==> src/rtl/antitheft_pkg.sv <==
// Shared definitions for the anti-theft controller: state encoding and widths.
package antitheft_pkg;

  localparam int STATE_W = 3;

  typedef enum logic [STATE_W-1:0] {
    ST_ARMED      = 3'd0,
    ST_TRIGGERED  = 3'd1,
    ST_ALARM      = 3'd2,
    ST_DISARMED   = 3'd3,
    ST_WAIT_OPEN  = 3'd4,
    ST_WAIT_CLOSE = 3'd5,
    ST_WAIT_TIME  = 3'd6
  } state_t;

endpackage

==> src/rtl/antitheft_timer.sv <==
// Saturating seconds down-counter; a load on the same edge as a tick wins.
module antitheft_timer #(
  parameter int CNT_W = 4
) (
  input  logic             clock,
  input  logic             reset,
  input  logic             load,
  input  logic [CNT_W-1:0] load_val,
  input  logic             tick,
  output logic [CNT_W-1:0] count,
  output logic             expired
);

  logic [CNT_W-1:0] r_count;

  always_ff @(posedge clock or posedge reset) begin
    if (reset) begin
      r_count <= '0;
    end else if (load) begin
      r_count <= load_val;
    end else if (tick && (r_count != '0)) begin
      r_count <= r_count - CNT_W'(1);
    end
  end

  assign count   = r_count;
  assign expired = (r_count == '0);

endmodule

==> src/rtl/antitheft_ctrl.sv <==
// Anti-theft controller: door/ignition FSM with self-timed delays, siren
// auto-silence and an ARMED-state blinking status LED.
//
// state          | meaning
// ARMED          | watching doors, status blinks
// TRIGGERED      | door opened, countdown to alarm
// ALARM          | siren on until doors closed for T_ALARM_ON
// DISARMED       | ignition on
// WAIT_OPEN      | ignition off, waiting for driver door to open
// WAIT_CLOSE     | driver door open, waiting for it to close
// WAIT_TIME      | re-arm countdown
module antitheft_ctrl
  import antitheft_pkg::*;
#(
  parameter int NUM_DOORS      = 2,
  parameter int CNT_W          = 4,
  parameter int T_ARM_DELAY    = 6,
  parameter int T_DRIVER_DELAY = 8,
  parameter int T_PASS_DELAY   = 15,
  parameter int T_ALARM_ON     = 10,
  parameter int BLINK_DIV      = 2
) (
  input  logic                 clock,
  input  logic                 reset,
  input  logic                 one_hz_enable,
  input  logic                 ignition,
  input  logic [NUM_DOORS-1:0] doors,
  input  logic                 reprogram,
  output logic                 status,
  output logic                 siren,
  output logic [STATE_W-1:0]   state_o,
  output logic [CNT_W-1:0]     time_left
);

  localparam int BLINK_W = (BLINK_DIV > 1) ? $clog2(BLINK_DIV) : 1;
  localparam logic [BLINK_W-1:0] BLINK_LAST = BLINK_W'(BLINK_DIV - 1);

  state_t               r_state;
  state_t               w_state_nxt;
  logic [BLINK_W-1:0]   r_blink;
  logic [BLINK_W-1:0]   w_blink_nxt;
  logic                 r_status;
  logic                 w_status_nxt;
  logic                 w_load;
  logic [CNT_W-1:0]     w_load_val;
  logic [CNT_W-1:0]     w_count;
  logic                 w_expired;
  logic                 w_any_open;
  logic                 w_driver_only;

  assign w_any_open    = |doors;
  assign w_driver_only = (doors == NUM_DOORS'(1));

  antitheft_timer #(.CNT_W(CNT_W)) u_timer (
    .clock    (clock),
    .reset    (reset),
    .load     (w_load),
    .load_val (w_load_val),
    .tick     (one_hz_enable),
    .count    (w_count),
    .expired  (w_expired)
  );

  always_ff @(posedge clock or posedge reset) begin
    if (reset) begin
      r_state  <= ST_ARMED;
      r_blink  <= '0;
      r_status <= 1'b0;
    end else begin
      r_state  <= w_state_nxt;
      r_blink  <= w_blink_nxt;
      r_status <= w_status_nxt;
    end
  end

  always_comb begin
    w_state_nxt = r_state;
    if (reprogram) begin
      w_state_nxt = ST_ARMED;
    end else begin
      case (r_state)
        ST_ARMED: begin
          if (w_any_open)    w_state_nxt = ST_TRIGGERED;
          else if (ignition) w_state_nxt = ST_DISARMED;
        end
        ST_TRIGGERED: begin
          if (ignition)       w_state_nxt = ST_DISARMED;
          else if (w_expired) w_state_nxt = ST_ALARM;
        end
        ST_ALARM: begin
          if (ignition)                       w_state_nxt = ST_DISARMED;
          else if (w_expired && !w_any_open)  w_state_nxt = ST_ARMED;
        end
        ST_DISARMED: begin
          if (!ignition) w_state_nxt = ST_WAIT_OPEN;
        end
        ST_WAIT_OPEN: begin
          if (doors[0])      w_state_nxt = ST_WAIT_CLOSE;
          else if (ignition) w_state_nxt = ST_DISARMED;
        end
        ST_WAIT_CLOSE: begin
          if (!doors[0])     w_state_nxt = ST_WAIT_TIME;
          else if (ignition) w_state_nxt = ST_DISARMED;
        end
        ST_WAIT_TIME: begin
          if (ignition)        w_state_nxt = ST_DISARMED;
          else if (w_any_open) w_state_nxt = ST_WAIT_CLOSE;
          else if (w_expired)  w_state_nxt = ST_ARMED;
        end
        default: w_state_nxt = ST_ARMED;
      endcase
    end
  end

  // Timed states load on entry; untimed states force the counter to 0.
  always_comb begin
    w_load     = 1'b0;
    w_load_val = '0;
    case (w_state_nxt)
      ST_TRIGGERED: begin
        if (r_state != ST_TRIGGERED) begin
          w_load     = 1'b1;
          w_load_val = w_driver_only ? CNT_W'(T_DRIVER_DELAY) : CNT_W'(T_PASS_DELAY);
        end
      end
      ST_ALARM: begin
        if ((r_state != ST_ALARM) || w_any_open) begin
          w_load     = 1'b1;
          w_load_val = CNT_W'(T_ALARM_ON);
        end
      end
      ST_WAIT_TIME: begin
        if (r_state != ST_WAIT_TIME) begin
          w_load     = 1'b1;
          w_load_val = CNT_W'(T_ARM_DELAY);
        end
      end
      default: begin
        w_load     = 1'b1;
        w_load_val = '0;
      end
    endcase
  end

  always_comb begin
    w_blink_nxt  = '0;
    w_status_nxt = 1'b0;
    case (w_state_nxt)
      ST_TRIGGERED, ST_ALARM: w_status_nxt = 1'b1;
      ST_ARMED: begin
        if (r_state == ST_ARMED) begin
          w_status_nxt = r_status;
          w_blink_nxt  = r_blink;
          if (one_hz_enable) begin
            if (r_blink == BLINK_LAST) begin
              w_status_nxt = ~r_status;
              w_blink_nxt  = '0;
            end else begin
              w_blink_nxt = r_blink + BLINK_W'(1);
            end
          end
        end
      end
      default: begin
        w_blink_nxt  = '0;
        w_status_nxt = 1'b0;
      end
    endcase
  end

  assign status    = r_status;
  assign siren     = (r_state == ST_ALARM);
  assign state_o   = r_state;
  assign time_left = w_count;

endmodule
==> config.mk <==
export PLATFORM = sky130hd
export DESIGN_NAME = antitheft_ctrl
export DESIGN_NICKNAME = d
export VERILOG_FILES = /design/src/rtl/antitheft_pkg.sv /design/src/rtl/antitheft_timer.sv /design/src/rtl/antitheft_ctrl.sv
export SDC_FILE = /design/constraint.sdc
export NUM_CORES = 1
export LEC_CHECK = 0
export ABC_AREA = 1
export CORE_MARGIN = 2
export CORE_UTILIZATION = 35
export CTS_CLUSTER_DIAMETER = 30
export DETAILED_ROUTE_END_ITERATION = 8
export GPL_TIMING_DRIVEN = 0
export PLACE_DENSITY = 0.58
export SYNTH_ARGS = -nofsm -noshare
export SYNTH_HDL_FRONTEND = slang
export SYNTH_SLANG_ARGS = --single-unit
export TNS_END_PERCENT = 50
==> constraint.sdc <==
create_clock -name clock -period 4.45 [get_ports clock]
set_input_delay 0.6675 -clock clock [delete_from_list [all_inputs] [get_ports clock]]
set_output_delay 0.6675 -clock clock [all_outputs]
set_load 0.01 [all_outputs]
Word level (Yosys, flattened, before mapping)
Index checks and enable logic that the tools add are counted.
{"block": "classes", "addsub": 2, "n_eq_ne": 15, "muxes": 33, "n_bitwise": 1, "reduce_logical": 12}
{"operator": "2-to-1 mux 3 bit", "n": 15}
{"operator": "one-hot mux 3 bit (7 select lines)", "n": 1}
{"operator": "2-to-1 mux 4 bit", "n": 4}
{"operator": "equality test 3 bit, second input constant", "n": 4}
{"operator": "one-hot mux 4 bit (3 select lines)", "n": 1}
{"operator": "2-to-1 mux 1 bit", "n": 10}
{"operator": "equality test 3 x 2 -> 1 bit, second input constant", "n": 3}
{"operator": "!= test 3 bit, second input constant", "n": 3}
{"operator": "equality test 3 x 1 -> 1 bit, second input constant", "n": 2}
{"operator": "zero test 3 bit", "n": 2}
{"operator": "zero test 4 bit", "n": 1}
{"operator": "nonzero test 4 bit", "n": 1}
{"operator": "OR reduction 2 bit", "n": 2}
{"operator": "subtractor 4 x 1 -> 4 bit, second input constant", "n": 1}
{"operator": "!= test 3 x 1 -> 1 bit, second input constant", "n": 1}
{"operator": "!= test 3 x 2 -> 1 bit, second input constant", "n": 1}
{"operator": "one-hot mux 1 bit (3 select lines)", "n": 1}
{"operator": "equality test 2 x 1 -> 1 bit, second input constant", "n": 1}
{"operator": "logical AND 1 bit", "n": 2}
{"operator": "one-hot mux 1 bit (2 select lines)", "n": 1}
{"operator": "AND reduction 2 bit", "n": 1}
{"operator": "nonzero test 2 bit", "n": 1}
{"operator": "adder 1 bit, second input constant", "n": 1}
{"operator": "zero test 1 bit", "n": 1}
{"operator": "2 further kinds", "n": 2}
{"block": "word_totals", "ff_bits": 9, "input_bits": 7, "out_inout_bits": 9, "elab_cells": 67}

Longest topological paths before layout
Gate-level depths: netlist of run 1.
{"block": "depth", "word_depth": 10, "mapped_depth": 17, "depth_no_buf": 17}

By module
Synthesis of run 1 repeated with hierarchy kept, for this count alone.
{"block": "unflattened", "hier_cells": 150, "hier_area_um2": 927.1}
{"mod": "antitheft_ctrl", "instances": 1, "cells_per_inst": 103, "area_each_um2": 628.1, "seq_area_each_um2": 125.1}
{"mod": "antitheft_timer", "instances": 1, "cells_per_inst": 47, "area_each_um2": 299.0, "seq_area_each_um2": 100.1}

Worst setup path before layout of run 1
Ideal clock, no wire load.
{"block": "synth_timing", "path_type": "input to register", "from": "input doors[0]", "to": "register u_timer.r_count[3] (netlist: u_timer.count[3])", "setup_ns": 0.120, "arrival_ns": 1.846, "slack_ns": 2.484, "stages": 14, "cell_sequence": "inv_2 > nand2_1 > nor2_1 > nand2_1 > nand2_1 > nand3_1 > nor2_2 > nor2_8 > nand4_1 > nand2_2 > nor2_8 > nand2_2 > o21ai_1 > nand2_1"}
{"block": "synth_via", "elab_chain_cells": 10}
{"item": "start: declaration", "line": "antitheft_ctrl.sv:27", "rtl": "input logic [NUM_DOORS-1:0] doors,"}
{"item": "OR reduction 2 bit", "line": "antitheft_ctrl.sv:51", "rtl": "assign w_any_open = |doors;"}
{"item": "zero test 1 bit", "line": "antitheft_ctrl.sv:92", "rtl": "else if (w_expired && !w_any_open) w_state_nxt = ST_ARMED;"}
{"item": "logical AND 1 bit", "line": "antitheft_ctrl.sv:92"}
{"item": "2-to-1 mux 3 bit", "line": "antitheft_ctrl.sv:92"}
{"item": "2-to-1 mux 3 bit", "line": "antitheft_ctrl.sv:91", "rtl": "if (ignition) w_state_nxt = ST_DISARMED;"}
{"item": "one-hot mux 3 bit (7 select lines) (*)", "line": "antitheft_ctrl.sv:81", "rtl": "case (r_state)"}
{"item": "2-to-1 mux 3 bit (*)", "line": "antitheft_ctrl.sv:78", "rtl": "if (reprogram) begin"}
{"item": "net w_state_nxt[1]", "line": "antitheft_ctrl.sv:39", "rtl": "state_t w_state_nxt;"}
{"item": "equality test 3 bit (tied with other cells)", "line": "antitheft_ctrl.sv:119", "rtl": "case (w_state_nxt)"}
{"item": "one-hot mux 4 bit (3 select lines) or one-hot mux 1 bit (3 select lines) (tied branches)", "line": "antitheft_ctrl.sv:119"}
{"item": "2-to-1 mux 4 bit or nonzero test 2 bit (tied branches)"}
{"item": "end signal: assignment", "line": "antitheft_timer.sv:20", "rtl": "r_count <= load_val;"}
{"item": "end signal: assignment", "line": "antitheft_timer.sv:22", "rtl": "r_count <= r_count - CNT_W'(1);"}
{"item": "end: declaration", "line": "antitheft_timer.sv:14", "rtl": "logic [CNT_W-1:0] r_count;"}
The timed path passes the listed nets; every way through them passes the cells marked *.
A chain may end at the register's enable or synchronous reset.

Worst setup path after layout of run 1
Ends and elaborated chain as after synthesis.

==> results of run 1 <==
[worst register-to-register path: stages (launching register included)]
cell and delay [ps]:
dfrtp_1 400, inv_1 110, ha_1 240, nand2_1 120
o21ai_0 240, nand3_2 140, nand2_1 160, nor2_1 70
nand2_2 110, nand2_4 80, nor2_8 170, nand2_2 80
o21ai_1 100, nand2_1 70
[placed cells by master, fill, tap and decap left out]
cell,Yosys,final
o21ai_0,5,5
or2_2,1,1
ha_1,1,1
nand2_2,13,13
and3_1,1,1
nand2_4,1,1
o21ai_1,3,3
nor2_4,1,1
nor2_8,2,2
nor2_1,14,14
inv_1,21,21
nand3_1,13,13
nor3_1,1,1
nand3_2,4,4
nor2_2,5,5
clkdlybuf4s50_1,0,15
nand4_1,1,1
dfrtp_1,9,9
clkbuf_4,0,3
inv_2,6,6
a21oi_1,4,4
nand3b_1,1,1
clkbuf_1,0,1
nand2_1,45,45
[per-layer routing]
layer  part of all wire  vias to the layer above  global-route usage
met1               0.43                      441               0.165
met2               0.50                       28               0.265
met4             0.0019                        0              0.0174
li1                   -                      505                   -
met3              0.068                        2              0.0512
met5                  0                        -                   0
[registers in the layout (all words and copies together) (netlist names)]
name,cells
r_blink,1
u_timer.count,4
status,1
state_o,3
[power groups by stage]
stage / clock network, mW / logic [mW] / registers, mW
floorplan: 0 / 0.354 / 0.158
global placement: 0 / 0.497 / 0.151
detailed placement: 0 / 0.499 / 0.152
CTS: 0.0633 / 0.503 / 0.152
global route: 0.0687 / 0.564 / 0.157
finish: 0.0602 / 0.498 / 0.152
[final timing paths]
| check | startpoint | end | cells after the start | slack, ps |
|---|---|---|---|---|
| max | doors[0] | u_timer.count[3] | 15 | 1920 |
| min | r_blink | r_blink | 2 | 530 |
| max reg2reg | u_timer.count[0] | u_timer.count[3] | 13 | 2250 |
| min reg2reg | r_blink | r_blink | 2 | 530 |
| max in group asynchronous | reset | u_timer.count[2] | 2 | 3540 |
| min in group asynchronous | reset | r_blink | 2 | 670 |
[layout make-up]
cell class | instances | area [um2] | area share
multi-input combinational | 116 | 606 | 0.528
sequential | 9 | 225 | 0.197
timing repair buffer | 15 | 150 | 0.131
inverter | 27 | 101 | 0.0884
tap | 30 | 37.5 | 0.0328
clock buffer | 4 | 26.3 | 0.0229
[per-stage QoR]
step / cells / utilization / hold slack (ps) / instance area (um2)
finish: 201 / 0.458 / 529 / 1150
global placement: 197 / 0.448 / 506 / 1120
global route: 201 / 0.458 / 566 / 1150
floorplan: 152 / - / 491 / 932
detailed placement: 197 / 0.448 / 527 / 1120
CTS: 201 / 0.458 / 536 / 1150
[logic make-up after synthesis]
| logic type | after synthesis |
|---|---|
| AO/OA/AOI/OAI | 12 |
| adder cells (fa/ha/maj) | 1 |
| buffers and inverters | 27 |
| flip-flops | 9 |
| AND/OR/NAND/NOR | 103 |
[Yosys cell counts (all sizes together)]
library cell  count  area (um2)
ha                1        12.5
nand3            17         105
nand2            59         262
nand3b            1        7.51
nor3              1        5.00
or2               1        6.26
dfrtp             9         225
nor2             22         135
inv              27         101
and3              1        6.26
a21oi             4        20.0
o21ai             8        40.0
nand4             1        6.26
==> impl_results.md, run 1 <==
* Outcome: finished, final reports clean
* Clock root buffer: clkbuf_4
* Clk buf depth at 2
* Register clock-pin slew on the reported worst setup and hold paths at 60 ps
* Power, Total at 0.710 mW
* GRT overflow at 0
* Post-CTS setup buffers at 0
* Logic pwr share at 0.702
* Crit path arrival time at 2660 ps
* Crit path max-delay family: simple AND/OR/NAND/NOR gates
* Initial core utilization at 0.373
* Largest family of logic cells by synthesized area: simple AND/OR/NAND/NOR gates
* ANT cells at 0
* Die Wd at 55.6 um
* YS warnings at 0
* Htree depth at 1
* Initial drt markers at 14
* Unrepaired setup endpoints after global routing: no
* Initial antenna violation count at 0
* DRT Pass-1 Iters at 4
* Crit path top cell by count: nand2_1
* Crit start category: input port
* CP Capture Type: flop
* Final setup viols at 0
* Synth Instances at 152
* Final Max Tran Viols at 0
* Post-Syn Area at 932 um2
* Worst path bufs/invs at 2
* Peak supply drop at 0.000305 V
* Total GRT Usage at 0.145
* CP peak stage delay at 490 ps
* Avg Cell Area, Syn at 6.13 um2
* Pwr dens at 619 nW/um2
* Compound-cell area share of the yosys netlist at 0.0644
* Worst setup margin at 1920 ps
* Switching share of power at 0.513
* Setup TNS at 0 ps
* Synth unique cells at 21
* Post-Synth Simple-Gate Area at 0.572
* CP max-delay cell: clkdlybuf4s50_1
* Leak Pwr at 0.646 nW
* CTS tree: yes
* Adder-cell share of the synthesized area at 0.0134
* First-pass GRT wire length at 3.68 mm
* Clock sink count at 9
* CORE AREA at 2500 um2
* Place WS at 1700 ps
* Yosys reg bits at 9
* Hold Buf Count CTS at 0
* DR vias/cell at 4.86
* Post-route ant nets at 0
* Multiplexer share of the synthesized area at 0
* Data required, critical path at 4590 ps
* Routed wire length at 2.13 mm
* Largest net degree at the start of global routing at 10
* Switching Power at 0.364 mW
* DRC viols at 0
* Clock latency on the worst-skew pair at 250 ps
* Period utilisation layout at 0.568
* Worst hold-check path type: flop to flop
* # resized after CTS at 0
* Synth Area in XOR/XNOR at 0
* Final nets at 180
* # fillers at 275
* CP Cell Sequence: clkdlybuf4s50_1 -> inv_2 -> nand2_1 -> nor2_1 -> nand2_1 -> nand2_1 -> nand3_1 -> nor2_2 -> nor2_8 -> nand4_1 -> nand2_2 -> nor2_8 -> nand2_2 -> o21ai_1 -> nand2_1
* Worst-path fanout max at 8
* PortBufs at 15
* # IOs at 16
* Rel. slew slack at 0.778
* Layout cell share with drive strength beyond 1 at 0.211
* Sequential share of power at 0.213
* Cell Int Power at 0.346 mW
* Vias in the first global route at 891
* Post-route clock skew at 1.63 ps
* # rows at 18
* Final GP Congestion at 0.848
* Die height at 55.6 um
* DR vias at 976
* Final Hold Viols at 0
* CTS Buf Count at 3
* Achievable clock frequency at 0.396 GHz
* Area delta synth->final at 23.0%
* Post-synthesis sequential area ratio at 0.242
* Min Tclk post-route at 2530 ps
* DP Wirelength at 1.76 mm
* Worst-margin pin slew at 332 ps
* Mapped Nets at 160
* Share of power burned in the clock network at 0.085
* Avg WL per Cell at 10.6 um
* Die area at 3090 um2
* WS Path Type: input port to flop
* Maxcap violations at 0
No activity file was read; power rests on OpenSTA's default activity.
==> run 2, diff against run 1 <==
clock period = 2.35 ns   (was 4.45 ns; I/O delays follow)
==> run 2 against run 1 <==
Net effect: sequential share of layout area decreased by 0.13 points; worst hold slack worse by 180 ps; die area stayed put; cell count did not move; register-to-register slack got worse by 2000 ps; setup slack worse by 1800 ps; sequential power is 89% higher; cell area is 0.66% higher; critical endpoint unchanged; largest power group unchanged; highest routed layer is now met3.
==> impl_results.md, run 2 (synthesis results as in run 1) <==
* Post-route ant nets at 0 (unchanged)
* First-pass GRT wire length at 3.68 mm (unchanged)
* DR vias at 976 (unchanged)
* Clock sink count at 9 (unchanged)
* CTS Buf Count at 3 (unchanged)
* WS Path Type: input port to flop (unchanged)
* Commonest non-fill, non-tap cell in the layout: nand2_1 (unchanged)
* RR Endpoint: u_timer.count[3] (unchanged)
* Clock root buffer: clkbuf_4 (unchanged)
* Worst setup margin at 160 ps (was 1920 ps)
* Final GP Congestion at 0.848 (unchanged)
* Largest net degree at the start of global routing at 10 (unchanged)
* Most frequent cells in the layout: nand2_1 (45), inv_1 (21), clkdlybuf4s50_1 (15), nor2_1 (14) (unchanged)
* Peak supply drop at 0.000577 V (was 0.000305 V)
* Final Hold Viols at 0 (unchanged)
* Die Wd at 55.6 um (unchanged)
* Outcome: finished, final reports clean (unchanged)
* Post-layout util at 0.461 (was 0.458)
* CP max-delay cell: clkdlybuf4s50_1 (unchanged)
* Initial drt markers at 12 (was 14)
* ANT cells at 0 (unchanged)
* Initial core utilization at 0.373 (unchanged)
* Routed wire length at 2.13 mm (unchanged)
* Crit path arrival time at 2330 ps (was 2660 ps)
* Maxcap violations at 0 (unchanged)
* Vias in the first global route at 891 (unchanged)
* Die height at 55.6 um (unchanged)
* Crit path top cell by count: nand2_1 (unchanged)
* Avg WL per Cell at 10.6 um (unchanged)
* Initial antenna violation count at 0 (unchanged)
* Worst-path fanout max at 8 (unchanged)
* Rel. slew slack at 0.778 (unchanged)
* DRC viols at 0 (unchanged)
* Pwr dens at 1180 nW/um2 (was 619 nW/um2)
* GRT overflow at 0 (unchanged)
* DRT Pass-1 Iters at 4 (unchanged)
* Crit start category: input port (unchanged)
* Data required, critical path at 2490 ps (was 4590 ps)
* Htree depth at 1 (unchanged)
* DP Wirelength at 1.76 mm (unchanged)
* CP Capture Type: flop (unchanged)
* DR vias/cell at 4.86 (unchanged)
* Largest register FFs at 4 (unchanged)
* Worst hold-check path type: input port to async pin (was flop to flop)
* Post-CTS setup buffers at 0 (unchanged)
* Final setup viols at 0 (unchanged)
* Final Max Tran Viols at 0 (unchanged)
* Setup TNS at 0 ps (unchanged)
* Layout cell share with drive strength beyond 1 at 0.216 (was 0.211)
* Clock latency on the worst-skew pair at 250 ps (about the same)
* PortBufs at 15 (unchanged)
* Area delta synth->final at 23.8% (was 23.0%)
* Place WS at -86.1 ps (was 1700 ps)
* Clk buf depth at 2 (unchanged)
* CP peak stage delay at 560 ps (was 490 ps)
* Die area at 3090 um2 (unchanged)
* R2r setup slk at 220 ps (was 2250 ps)
* Power, Total at 1.36 mW (was 0.710 mW)
* Register clock-pin slew on the reported worst setup and hold paths at 60 ps (about the same)
* Min Tclk post-route at 2190 ps
* CP Cell Sequence: clkdlybuf4s50_1 -> inv_2 -> nand2_1 -> nor2_1 -> nand2_1 -> nand2_1 -> nor2_2 -> nand3_2 -> nor2_4 -> nand2_2 -> nand2_2 -> nand2_4 -> nor2_8 -> nand2_2 -> o21ai_1 -> nand2_1 (was clkdlybuf4s50_1 -> inv_2 -> nand2_1 -> nor2_1 -> nand2_1 -> nand2_1 -> nand3_1 -> nor2_2 -> nor2_8 -> nand4_1 -> nand2_2 -> nor2_8 -> nand2_2 -> o21ai_1 -> nand2_1)
* Reg2Reg Launch Point: u_timer.count[0] (unchanged)
* Total GRT Usage at 0.145 (unchanged)
* Achievable clock frequency at 0.457 GHz
* Leak Pwr at 0.647 nW (was 0.646 nW)
* Period utilisation layout at 0.932
* Worst-margin pin slew at 332 ps (unchanged)
* CTS tree: yes (unchanged)
* Reg2reg path depth at 15 (was 13)
* Final nets at 180 (unchanged)
* Post-route clock skew at 1.63 ps (unchanged)
* # rows at 18 (unchanged)
* # IOs at 16 (unchanged)
* CORE AREA at 2500 um2 (unchanged)
## run 2: cell counts in the layout (fill, tap and decap cells not counted)
No cell type changed its count.
## run 2: worst max-delay path, delay by kind of cell
kind | cells | cell delay (ps)
and+or+nand+nor | 13 | 1260
buffers and inverters | 2 | 630
AOI/OAI and AO/OA | 1 | 100
## run 2: area by class of cell
cell class,instances,area (um2)
clock buffers,4,26.3
repair buffers,15,150
well taps,30,37.5
flip-flops and latches,9,225
fillers,273,1350
inverters,27,101
multi-input cells,116,613
## run 2: how the worst max path moves through the flow
| stage | endpoint | depth (start not counted) | slack (ps) | from |
|---|---|---|---|---|
| after floorplan | u_timer.count[3] | 15 | 410 | u_timer.count[0] |
| final | u_timer.count[3] | 16 | 160 | doors[0] |
| after CTS | u_timer.count[3] | 13 | 130 | u_timer.count[0] |
| after global placement | u_timer.count[3] | 15 | -80 | doors[0] |
| after detailed placement | u_timer.count[3] | 16 | -90 | doors[0] |
| after global routing | u_timer.count[3] | 15 | -3 | u_timer.count[0] |
## run 2: timing repair
action | 4_1_cts | 5_1_grt
endpoints found under the setup margin | 0 | 3
gates resized for setup | 0 | 3
hold buffers | 0 | 0
## run 2: where the power goes
| part | total [mW] | switching, mW | internal (mW) |
|---|---|---|---|
| logic | 0.957 | 0.577 | 0.379 |
| registers | 0.287 | 0.0693 | 0.218 |
| clock network | 0.114 | 0.0488 | 0.0651 |
| total | 1.36 | 0.695 | 0.662 |
## run 2: layer usage
metal	track usage	up-vias	wire [um]
met5	0	-	0
met4	0.0174	0	0
met3	0.0512	0	126
met2	0.265	22	1080
met1	0.165	449	917
li1	-	505	-
## run 2: metrics by stage
stage | instances | instance area, um2 | hold slack (ps)
floorplan | 152 | 932 | 180
global placement | 197 | 1120 | 506
detailed placement | 197 | 1120 | 527
CTS | 201 | 1150 | 356
global route | 201 | 1150 | 408
finish | 201 | 1150 | 353
==> run 3, diff against run 2 <==
CAP_MARGIN = 20   (was default)
CORE_UTILIZATION = 52   (was 35)
CTS_CLUSTER_DIAMETER = 80   (was 30)
PLACE_DENSITY = 0.8   (was 0.58)
==> run 3 against run 2 <==
Net effect: global-route usage up 8.4 points; register-to-register slack worse by 40 ps; critical path depth fell by 1; cell area decreased by 0.98%; first-iteration DRC count rose by 130%; combinational power shrank 1%; sequential power decreased by 1%; via count grew 2.3%; non-clock buffer count is the same.
==> impl_results.md, run 3 (synthesis results as in run 1) <==
* Final nets at 180 (unchanged)
* Post-route clock skew at 3.75 ps (was 1.63 ps)
* Final Hold Viols at 0 (unchanged)
* Post-route ant nets at 0 (unchanged)
* Area delta synth->final at 22.6% (was 23.8%)
* Commonest non-fill, non-tap cell in the layout: nand2_1 (unchanged)
* DRC viols at 0 (unchanged)
* Crit path arrival time at 2330 ps (about the same)
* Maxcap violations at 0 (unchanged)
* DRT Pass-1 Iters at 4 (unchanged)
* Met3 Track Usage GR at 0.0353 (was 0.0512)
* Avg WL per Cell at 10.7 um (was 10.6 um)
* Clock sink count at 9 (unchanged)
* Worst setup margin at 175 ps (was 160 ps)
* Largest net degree at the start of global routing at 10 (unchanged)
* Place WS at -65.3 ps (was -86.1 ps)
* # placed instances at 192 (was 197)
* Peak supply drop at 0.000728 V (was 0.000577 V)
* Clk buf depth at 2 (unchanged)
* Worst-path fanout max at 8 (unchanged)
* Non-filler cells, final at 196 (was 201)
* Setup TNS at 0 ps (unchanged)
* Leak Pwr at 0.647 nW (about the same)
* DR vias/cell at 5.09 (was 4.86)
* Pwr dens at 1180 nW/um2 (about the same)
* CORE AREA at 1710 um2 (was 2500 um2)
* Hold Buf Count CTS at 0 (unchanged)
* Initial drt markers at 27 (was 12)
* Rel. slew slack at 0.770 (was 0.778)
* GRT overflow at 0 (unchanged)
* Register clock-pin slew on the reported worst setup and hold paths at 70 ps (was 60 ps)
* First-pass GRT wire length at 3.44 mm (was 3.68 mm)
* # fillers at 154 (was 273)
* Final GP Congestion at 0.941 (was 0.848)
* GR Layer Usage met1 at 0.326 (was 0.165)
* Multi-input gate area at 608 um2 (was 613 um2)
* Die area at 2150 um2 (was 3090 um2)
* Worst-margin pin slew at 344 ps (was 332 ps)
* Post-layout util at 0.669 (was 0.461)
* Clock root buffer: clkbuf_4 (unchanged)
* Achievable clock frequency at 0.460 GHz (was 0.457 GHz)
* Clock latency on the worst-skew pair at 260 ps (was 250 ps)
* Most Crowded Layer GR: met2 (unchanged)
* Final setup viols at 0 (unchanged)
* CTS Buf Count at 3 (unchanged)
* Outcome: finished, final reports clean (unchanged)
* Largest register FFs at 4 (unchanged)
* Worst hold-check path type: input port to async pin (unchanged)
* Reg2reg path depth at 15 (unchanged)
* Min Tclk post-route at 2170 ps (was 2190 ps)
* Power, Total at 1.35 mW (was 1.36 mW)
* DP Wirelength at 1.71 mm (was 1.76 mm)
* Die height at 46.3 um (was 55.6 um)
* Period utilisation layout at 0.926 (was 0.932)
* Most frequent cells in the layout: nand2_1 (44), inv_1 (21), clkdlybuf4s50_1 (15), nor2_1 (14), nand2_2 (14) (was nand2_1 (45), inv_1 (21), clkdlybuf4s50_1 (15), nor2_1 (14))
* CP Capture Type: flop (unchanged)
* Initial antenna violation count at 0 (unchanged)
* Layout cell share with drive strength beyond 1 at 0.216 (unchanged)
* WS Path Type: flop to flop (was input port to flop)
* Reg area at 225 um2 (unchanged)
* Unrepaired setup endpoints after global routing: no
* Total GRT Usage at 0.229 (was 0.145)
* Htree depth at 1 (unchanged)
* Post-CTS setup buffers at 0 (unchanged)
* Die Wd at 46.3 um (was 55.6 um)
* ANT cells at 0 (unchanged)
* Data required, critical path at 2500 ps (was 2490 ps)
* Initial core utilization at 0.546 (was 0.373)
* Vias in the first global route at 818 (was 891)
* PortBufs at 15 (unchanged)
* Crit start category: flop (was input port)
* # IOs at 16 (unchanged)
* Met2 Use GR at 0.342 (was 0.265)
* Routed wire length at 2.10 mm (was 2.13 mm)
* # rows at 15 (was 18)
* DR vias at 998 (was 976)
* Final Max Tran Viols at 0 (unchanged)
* CTS tree: yes (unchanged)
==> run 3: layout make-up <==
cell class | count | area share
tap | 25 | 0.0274
timing repair buffer | 15 | 0.131
inverter | 27 | 0.0887
multi-input combinational | 116 | 0.532
clock buffer | 4 | 0.0230
sequential | 9 | 0.197
==> run 3: worst paths after layout <==
kind	startpoint	end	slack, ps
worst max-delay path	u_timer.count[0]	u_timer.count[3]	180
worst min-delay path	reset	u_timer.count[0]	350
worst max register to register	u_timer.count[0]	u_timer.count[3]	180
worst min register to register	r_blink	r_blink	530
max in group asynchronous	reset	status	1750
min in group clock	r_blink	r_blink	530
==> run 3: through the flow <==
| stage | cell area (um2) | hold WS (ps) |
|---|---|---|
| finish | 1140 | 347 |
| global route | 1140 | 407 |
| CTS | 1140 | 364 |
| detailed placement | 1110 | 514 |
| global placement | 1110 | 506 |
| floorplan | 932 | 180 |
==> run 3: timing repair <==
| item | CTS | global route |
|---|---|---|
| resized for setup | 0 | 2 |
| endpoints found under the setup margin | 0 | 2 |
| hold endpoints to repair | 0 | 0 |
==> run 3: critical path, stage by stage (launching register included) <==
cell and delay (ps):
dfrtp_1 400, inv_1 130, ha_1 240, nand2_1 70, nor2_1 100, nand2_1 60
nand2_1 80, nand3_1 90, nor2_2 190, nor2_8 60, nand4_1 110, nand2_2 110
nor2_8 160, nand2_2 80, o21ai_1 100, nand2_1 60
==> run 3: report_power, final <==
group | internal (mW) | switching, mW | leakage, nW
logic | 0.373 | 0.570 | 0.516
registers | 0.218 | 0.0647 | 0.116
clock network | 0.0656 | 0.0582 | 0.0150
==> run 3: routing by layer <==
metal / wire length [um] / vias to the layer above
li1: - / 511
met3: 100 / 9
met2: 938 / 25
met1: 1020 / 453
met4: 43 / 0
met5: 0 / -
